### src/rtl/regfile_fwd_n_pkg.sv
// Shared definitions for the forwarding register file.
//   - Default widths and stage count used as parameter defaults.
//   - fld_lo(): bit offset of field idx in a flattened bus of w-bit fields,
//     used to slice raddr, rdata and the per-stage forwarding buses.
package regfile_fwd_n_pkg;

    localparam int DEF_DATA_W   = 32;
    localparam int DEF_AW       = 5;
    localparam int DEF_NUM_REGS = 32;
    localparam int DEF_NUM_RD   = 2;
    localparam int DEF_NUM_FWD  = 3;

    localparam int CNT_W = 32;

    function automatic int fld_lo(input int idx, input int w);
        return idx * w;
    endfunction

endpackage

### src/rtl/regfile_fwd_n_fwd_sel.sv
// Forwarding selector for one read operand.
// Picks the youngest in-flight stage writing the operand, else the write-port
// bypass, else the stored value, and reports whether the chosen stage is
// still waiting for its data.
// Ports:
//   addr_mode   1 = compare addresses (GPR), 0 = any enabled writer matches (HI/LO)
//   force_zero  operand is r0 or out of range: data 0, never not-ready
//   addr        operand address
//   fwd_we/fwd_rdy/fwd_waddr/fwd_wdata  per-stage write enable, ready, dest, data
//   wb_we/wb_addr/wb_data                write-port bypass
//   arr_data    stored value
//   data        selected operand value
//   not_ready   selected stage has no data yet
module regfile_fwd_n_fwd_sel
    import regfile_fwd_n_pkg::*;
#(
    parameter int DATA_W  = DEF_DATA_W,
    parameter int AW      = DEF_AW,
    parameter int NUM_FWD = DEF_NUM_FWD
) (
    input  logic                      addr_mode,
    input  logic                      force_zero,
    input  logic [AW-1:0]             addr,
    input  logic [NUM_FWD-1:0]        fwd_we,
    input  logic [NUM_FWD-1:0]        fwd_rdy,
    input  logic [NUM_FWD*AW-1:0]     fwd_waddr,
    input  logic [NUM_FWD*DATA_W-1:0] fwd_wdata,
    input  logic                      wb_we,
    input  logic [AW-1:0]             wb_addr,
    input  logic [DATA_W-1:0]         wb_data,
    input  logic [DATA_W-1:0]         arr_data,
    output logic [DATA_W-1:0]         data,
    output logic                      not_ready
);

    always_comb begin
        data      = arr_data;
        not_ready = 1'b0;
        if (wb_we && (!addr_mode || (wb_addr == addr))) begin
            data = wb_data;
        end
        // Walk oldest to youngest so the youngest match overrides; its ready
        // bit replaces any older one, so a ready older stage cannot hide a
        // younger one that is still pending.
        for (int s = NUM_FWD - 1; s >= 0; s--) begin
            if (fwd_we[s] && (!addr_mode || (fwd_waddr[fld_lo(s, AW) +: AW] == addr))) begin
                data      = fwd_wdata[fld_lo(s, DATA_W) +: DATA_W];
                not_ready = !fwd_rdy[s];
            end
        end
        if (force_zero) begin
            data      = '0;
            not_ready = 1'b0;
        end
    end

endmodule

### src/rtl/regfile_fwd_n.sv
// Register file with HI/LO, multi-stage forwarding and load-use stall detection.
// Ports:
//   clk, rst                 clock, asynchronous active-high reset
//   rd_en, raddr, rdata      NUM_RD GPR read ports (flattened, port i at i*W)
//   we, waddr, wdata         GPR write port (WB commit)
//   hi_we/lo_we, hi_wdata/lo_wdata   HI/LO write port
//   fwd_*                    per-stage forwarding info, stage 0 youngest
//   hi_rd, lo_rd             HI/LO being read (stall qualification)
//   hi_out, lo_out           forwarded HI/LO
//   stall                    combinational hazard stall request
//   stall_cnt                saturating count of stalled cycles
module regfile_fwd_n
    import regfile_fwd_n_pkg::*;
#(
    parameter int DATA_W   = DEF_DATA_W,
    parameter int AW       = DEF_AW,
    parameter int NUM_REGS = DEF_NUM_REGS,
    parameter int NUM_RD   = DEF_NUM_RD,
    parameter int NUM_FWD  = DEF_NUM_FWD
) (
    input  logic                      clk,
    input  logic                      rst,
    input  logic [NUM_RD-1:0]         rd_en,
    input  logic [NUM_RD*AW-1:0]      raddr,
    output logic [NUM_RD*DATA_W-1:0]  rdata,
    input  logic                      we,
    input  logic [AW-1:0]             waddr,
    input  logic [DATA_W-1:0]         wdata,
    input  logic                      hi_we,
    input  logic                      lo_we,
    input  logic [DATA_W-1:0]         hi_wdata,
    input  logic [DATA_W-1:0]         lo_wdata,
    input  logic [NUM_FWD-1:0]        fwd_we,
    input  logic [NUM_FWD-1:0]        fwd_rdy,
    input  logic [NUM_FWD*AW-1:0]     fwd_waddr,
    input  logic [NUM_FWD*DATA_W-1:0] fwd_wdata,
    input  logic [NUM_FWD-1:0]        fwd_hi_we,
    input  logic [NUM_FWD-1:0]        fwd_lo_we,
    input  logic [NUM_FWD*DATA_W-1:0] fwd_hi,
    input  logic [NUM_FWD*DATA_W-1:0] fwd_lo,
    input  logic                      hi_rd,
    input  logic                      lo_rd,
    output logic [DATA_W-1:0]         hi_out,
    output logic [DATA_W-1:0]         lo_out,
    output logic                      stall,
    output logic [CNT_W-1:0]          stall_cnt
);

    localparam logic [AW:0] NUM_REGS_W = (AW + 1)'(NUM_REGS);

    function automatic logic [CNT_W-1:0] sat_inc(input logic [CNT_W-1:0] c);
        return (c == '1) ? c : c + CNT_W'(1);
    endfunction

    logic [DATA_W-1:0]     gpr [NUM_REGS];
    logic [DATA_W-1:0]     hi_q;
    logic [DATA_W-1:0]     lo_q;
    logic [CNT_W-1:0]      stall_cnt_p0;
    logic [NUM_RD-1:0]     port_nr;
    logic                  hi_nr;
    logic                  lo_nr;
    logic                  waddr_ok;

    logic [NUM_FWD*AW-1:0] no_addr;
    assign no_addr = '0;

    assign waddr_ok = (waddr != '0) && ({1'b0, waddr} < NUM_REGS_W);

    always_ff @(posedge clk or posedge rst) begin
        if (rst) begin
            for (int r = 0; r < NUM_REGS; r++) begin
                gpr[r] <= '0;
            end
            hi_q <= '0;
            lo_q <= '0;
        end else begin
            if (we && waddr_ok) begin
                gpr[waddr] <= wdata;
            end
            if (hi_we) begin
                hi_q <= hi_wdata;
            end
            if (lo_we) begin
                lo_q <= lo_wdata;
            end
        end
    end

    for (genvar i = 0; i < NUM_RD; i++) begin : g_rd
        logic [AW-1:0] ra;
        logic          ra_zero;
        assign ra      = raddr[fld_lo(i, AW) +: AW];
        assign ra_zero = (ra == '0) || ({1'b0, ra} >= NUM_REGS_W);

        regfile_fwd_n_fwd_sel #(.DATA_W(DATA_W), .AW(AW), .NUM_FWD(NUM_FWD)) u_sel (
            .addr_mode (1'b1),
            .force_zero(ra_zero),
            .addr      (ra),
            .fwd_we    (fwd_we),
            .fwd_rdy   (fwd_rdy),
            .fwd_waddr (fwd_waddr),
            .fwd_wdata (fwd_wdata),
            .wb_we     (we),
            .wb_addr   (waddr),
            .wb_data   (wdata),
            .arr_data  (gpr[ra]),
            .data      (rdata[fld_lo(i, DATA_W) +: DATA_W]),
            .not_ready (port_nr[i])
        );
    end

    regfile_fwd_n_fwd_sel #(.DATA_W(DATA_W), .AW(AW), .NUM_FWD(NUM_FWD)) u_sel_hi (
        .addr_mode (1'b0),
        .force_zero(1'b0),
        .addr      ('0),
        .fwd_we    (fwd_hi_we),
        .fwd_rdy   (fwd_rdy),
        .fwd_waddr (no_addr),
        .fwd_wdata (fwd_hi),
        .wb_we     (hi_we),
        .wb_addr   ('0),
        .wb_data   (hi_wdata),
        .arr_data  (hi_q),
        .data      (hi_out),
        .not_ready (hi_nr)
    );

    regfile_fwd_n_fwd_sel #(.DATA_W(DATA_W), .AW(AW), .NUM_FWD(NUM_FWD)) u_sel_lo (
        .addr_mode (1'b0),
        .force_zero(1'b0),
        .addr      ('0),
        .fwd_we    (fwd_lo_we),
        .fwd_rdy   (fwd_rdy),
        .fwd_waddr (no_addr),
        .fwd_wdata (fwd_lo),
        .wb_we     (lo_we),
        .wb_addr   ('0),
        .wb_data   (lo_wdata),
        .arr_data  (lo_q),
        .data      (lo_out),
        .not_ready (lo_nr)
    );

    // Port not-ready is already forced low for r0, so only rd_en qualifies it.
    assign stall = (|(rd_en & port_nr)) || (hi_rd && hi_nr) || (lo_rd && lo_nr);

    // Stall-cycle counter stage.
    always_ff @(posedge clk or posedge rst) begin
        if (rst) begin
            stall_cnt_p0 <= '0;
        end else if (stall) begin
            stall_cnt_p0 <= sat_inc(stall_cnt_p0);
        end
    end

    assign stall_cnt = stall_cnt_p0;

endmodule

### config.mk
export PLATFORM = sky130hd
export DESIGN_NAME = regfile_fwd_n
export DESIGN_NICKNAME = d
export VERILOG_FILES = /design/src/rtl/regfile_fwd_n_pkg.sv /design/src/rtl/regfile_fwd_n_fwd_sel.sv /design/src/rtl/regfile_fwd_n.sv
export SDC_FILE = /design/constraint.sdc
export NUM_CORES = 2
export LEC_CHECK = 0
export BUFFER_PORTS_ARGS = -buffer_cell sky130_fd_sc_hd__buf_2
export CELL_PAD_IN_SITES_DETAIL_PLACEMENT = 1
export CELL_PAD_IN_SITES_GLOBAL_PLACEMENT = 1
export CORE_MARGIN = 2
export CORE_UTILIZATION = 42
export CTS_CLUSTER_DIAMETER = 100
export DETAILED_ROUTE_END_ITERATION = 8
export PLACE_DENSITY_LB_ADDON = 0.1
export SLEW_MARGIN = 40
export SYNTH_ARGS = -nofsm -noshare
export SYNTH_HDL_FRONTEND = slang
export SYNTH_HIERARCHICAL = 1
export SYNTH_SLANG_ARGS = --single-unit
### constraint.sdc
create_clock -name clk -period 63.1 [get_ports clk]
set_clock_uncertainty 0.15 [all_clocks]
set_input_delay 15.775 -clock clk [delete_from_list [all_inputs] [get_ports clk]]
set_output_delay 15.775 -clock clk [all_outputs]
set_load 0.01 [all_outputs]
=== Word-level counts from Yosys, hierarchy flattened ===
Index checks and enable logic that the tools add are counted.

* Memory bits (read-only): 0
* Memories kept: 0
* Latch bits: 0
* Memory bits (writable): 0
* Register bits after elaboration: 1120

* Equal/unequal tests: 9
* Order comparisons: 4
* Add/sub/neg operators: 1
* Bitwise logic cells: 5
* Shifts and indexed selects: 0
* Reduce and logical (&&, ||, !) cells: 22
* Divide/modulo/power cells: 0
* Multiply operators: 0
* Multiplexer cells: 41

{| class="wikitable"
|+ Operators by type and width
! kind !! number
|-
| $bwmux W1024 || 1
|-
| $mux W32 || 23
|-
| $bmux W32 S5 || 2
|-
| $demux W32 S5 || 1
|-
| $eq A5 B5 Y1 || 8
|-
| $add A32 B1 Y32 const B || 1
|-
| $eq A32 B32 Y1 const B || 1
|-
| $ge A6 B6 Y1 const B || 3
|-
| $not A5 Y6 || 3
|-
| $mux W1 || 14
|-
| $logic_and A1 B1 Y1 || 12
|-
| $logic_not A5 Y1 || 2
|-
| $lt A6 B1 Y1 const B || 1
|-
| $reduce_bool A5 Y1 || 1
|-
| $logic_not A1 Y1 || 3
|-
| $and A2 B2 Y2 || 1
|-
| $logic_or A1 B1 Y1 || 2
|-
| $reduce_and A2 Y1 || 1
|-
| $reduce_or A2 Y1 || 1
|-
| $not A1 Y1 || 1
|}

=== Logic depth before layout (Yosys ltp) ===
* Depth after elaboration: 11
* Mapped depth: 13
* Depth with buffers taken out: 11

=== By module ===
The synthesis kept the hierarchy.

{| class="wikitable"
|+ By module, submodules not included
! module !! area an instance (µm²) !! sequential area each (µm²) !! cells an instance !! instances
|-
| regfile_fwd_n || 58275.9 || 28026.9 || 3766 || 1
|-
| regfile_fwd_n_fwd_sel || 2198.4 || 0.0 || 350 || 4
|}

=== Worst setup path after synthesis ===
Ideal clock, no wire load.

* Path kind: input to output
* Start: input raddr[0]
* End: output rdata[10]
* Stages: 11
* Path buffers: 5
* Arrival time: 17.918 ns
* Path slack: 29.257 ns
* Required time: 47.175 ns
* Path through: buf_6 -> buf_2 -> buf_4 -> buf_2 -> or4_1 -> nor2_1 -> a21oi_1 -> o31a_1 -> nand2b_1 -> clkbuf_1 -> o211ai_1

* Elaborated cells on any way between the ends: 18

{| class="wikitable"
|+ RTL lines
! element !! RTL line !! RTL
|-
| start, declared || regfile_fwd_n.sv:24 || <nowiki>input logic [NUM_RD*AW-1:0] raddr,</nowiki>
|-
| $logic_not A5 Y1 || regfile_fwd_n.sv:93 || <nowiki>assign ra_zero = (ra == '0) || ({1'b0, ra} >= NUM_REGS_W);</nowiki>
|-
| net g_rd[0].ra_zero || regfile_fwd_n.sv:91 || <nowiki>logic ra_zero;</nowiki>
|-
| $mux W32 || regfile_fwd_n_fwd_sel.sv:51 || <nowiki>if (force_zero) begin</nowiki>
|-
| end, declared || regfile_fwd_n.sv:25 || <nowiki>output logic [NUM_RD*DATA_W-1:0] rdata,</nowiki>
|}

The timed path passes the listed nets, and every way through them passes these cells. The select of a mux whose other input is x is not followed.

=== Worst setup path in the final report ===
* Start: input raddr[6]
* End: output rdata[60]

* Cells in the longest elaborated chain, start to end: 9
* Elaborated cells on any way between the ends: 18

{| class="wikitable"
|+ Ends and longest elaborated chain
! element !! RTL line !! RTL
|-
| $not A5 Y6 (implied by the code) || regfile_fwd_n.sv:106 || <nowiki>.arr_data (gpr[ra]),</nowiki>
|-
| $bmux W32 S5 || regfile_fwd_n.sv:106 ||
|-
| $mux W32 (implied by the code) (2 in series) || regfile_fwd_n.sv:106 ||
|-
| $mux W32 || regfile_fwd_n_fwd_sel.sv:39 || <nowiki>if (wb_we && (!addr_mode || (wb_addr == addr))) begin</nowiki>
|-
| $mux W32 (3 in series) || regfile_fwd_n_fwd_sel.sv:46 || <nowiki>if (fwd_we[s] && (!addr_mode || (fwd_waddr[fld_lo(s, AW) +: AW] == addr))) begin</nowiki>
|-
| $mux W32 (*) || regfile_fwd_n_fwd_sel.sv:51 ||
|}

Mark *: on every way between the ends. The rest lies on a longest branch, timed or not. The select of a mux whose other input is x is not followed.

==> flow_summary.toml <==
[status]
status = "complete, no violations"

[sta]
period_needed_ns = 36.78
worstMarginPinSlew_ns = 0.944
setup_viol = 0
rsz0062_at_grt = "no"
fin_setup_tns_ns = 0
setup_ws_ns = 26.32
finalHoldViolCount = 0
relSlewSlack_pct = 37.1
clock.fmax_mhz = 27.2
finalCritPeriodShare_pct = 58.3
drv_slew = 0

[clock_network]
cts_sinks = 1120
cts_root_buf = "clkbuf_16"
clk_pin_slew_worst_paths_ns = 0.05
clk_latency_ns = 0.78
cts_tree = "done"
numCtsBuffers = 133
h-tree-depth = 4
hold_buffers = 0
cts_setup_buffers = 0
cts-resized-gates = 0
ctsLongestPathBuffers = 3

[synth]
synth_area_per_cell_um2 = 13.0
yosys-top-cells-area = "dfrtp_1 42%, mux2_2 20%, mux4_2 16%"
synth_top_cell_area_share_pct = 41.8
synth_area_leader_cell = "dfrtp_1"
synth_edf_count = 0
netlist_area_um2 = 67100
ys_warn_count = 6
netlist_instances = 5166
synth_cell_types = 56
synth_seq_cells = 1120
async_flop_share_pct = 100
synth-seq-area-share_pct = 41.8
synth-main-ff-cell = "dfrtp_1"

[global_routing]
antenna_found_initial = 80
grt_pass1_vias = 51300
grt_usage_pct = 31.3
overflow = 0
grt_max_degree = 149
grt_pass1_wl_mm = 375

[critical_path]
reg2reg_depth = 5
critPathMaxFanout = 98
critPathKind = "primary input to primary output"
critical_path_required_ns = 47.17
critPathCaptureType = "primary output"
start_kind = "primary input"
arrival_ns = 20.86

[placement]
place_hpwl_mm = 164
dp_slack_ns = 26.11
dp.cells = 7440
placed_cell_area_um2 = 71900
gp_congestion = 0.845
port_buffers = 595

[run]
drv_cap = 0

[layout]
area_growth_pct = 14.2
final_common_cell = "mux2_2"
instances_no_fill = 7720
finalInstanceArea_um2 = 76600
nNetsFinal = 5943
most-common-layout-cells = "1,183 x mux2_2, 1,120 x dfrtp_1, 587 x buf_2"
drive_gt1_share_pct = 47.6

[floorplan]
die_w_um = 404
pin_count = 596
core_um2 = 159000
die_h_um = 404
dieArea_um2 = 163000
start_util_pct = 42.3
placementRows = 146

[drt]
drt_iter0_drc = 3646
wirelength_mm = 256
num_vias = 49400
ant_nets = 0
route.detailed.drc = 0
wl_per_cell_um = 33.2
drt_pass1_iterations = 9
via_per_inst = 6.39

[power]
irDropWorstVdd_mv = 0.0295
powerDensity_nw_per_um2 = 29.8
finalPower_w = 0.00228
p_leak_nw = 33.2

[hold_path]
hp-class = "register to register"
min_delay_path_depth = 0
-- stage by stage --
stage | hold WS (ns) | util (%)
CTS | 0.247 | 48.2
finish | 0.247 | 48.3
detailed placement | 0.234 | 45.3
floorplan | 0.291 | -
global route | 0.258 | 48.3
global placement | 0.228 | 45.2
-- cells by family after synthesis --
kind of cell | count (synthesis) | synth area share [%]
other | 2 | 0.0112
AOI/OAI and AO/OA | 630 | 7.22
adders and majority gates | 1 | 0.0187
DFF | 1120 | 41.8
muxes | 1819 | 38.3
buffers and inverters | 742 | 4.72
and+or+nand+nor | 743 | 6.50
xor gates and xnor gates | 109 | 1.42
-- per-layer routing --
| metal | routed length [um] | GRT usage (%) |
|---|---|---|
| met1 | 106000 | 40.9 |
| met4 | 10700 | 13.2 |
| met2 | 123000 | 50.5 |
| met3 | 16500 | 6.67 |
| met5 | 383 | 0 |
-- synth_stat cells (10+ instances only) --
cell / instances
mux2i_1: 155
nor2b_1: 14
mux4_2: 481
and4_1: 128
a221oi_1: 33
xor2_1: 46
o32ai_1: 128
o211ai_1: 129
o22ai_1: 62
a211oi_1: 63
buf_6: 10
nor2_1: 65
buf_4: 31
nand2b_1: 136
a31oi_1: 129
nor3_1: 25
mux2_2: 1183
clkbuf_1: 337
a22o_1: 33
nand3_1: 283
dfrtp_1: 1120
inv_1: 147
buf_2: 150
nand2_1: 44
xnor2_1: 63
buf_1: 67
-- worst paths after layout --
kind                               from      endpoint  slack [ns]
hold / removal                 gpr[998]      gpr[998]        0.25
hold reg to reg                gpr[998]      gpr[998]        0.25
min in group asynchronous           rst      hi_q[22]       14.88
setup / recovery               raddr[6]     rdata[60]       26.32
max in group asynchronous           rst      gpr[354]       44.62
setup reg to reg           stall_cnt[0]  stall_cnt[1]       60.58
-- registers in the layout (all words and copies together), names as in the netlist --
| register | count |
|---|---|
| lo_q | 32 |
| stall_cnt | 32 |
| gpr | 1024 |
| hi_q | 32 |
-- layout make-up --
type                    instances  area, um2
fillers                     16100      82000
inverters                     147        559
flip-flops and latches       1120      28000
diodes                         38       95.1
clock buffers                 189       3830
clock inverters                49        671
multi-input cells            3392      36600
well taps                    2072       2590
repair buffers                713       4170
-- critical path, stage by stage --
cell	delay, ns
buf_8	0.54
buf_12	0.54
buf_4	0.73
buf_4	0.78
mux4_2	0.35
mux2i_1	0.07
a22o_1	0.29
a221oi_2	0.64
inv_1	0.11
a31oi_1	0.26
o32ai_1	0.13
o211ai_1	0.20
buf_2	0.18
-- report_power, final --
part           internal [W]  switching (W)
logic              0.000289       0.000247
clock network      0.000468       0.000331
registers          0.000850      0.0000982
total               0.00161       0.000676
Note: power is estimated with default switching activity, not from simulation.
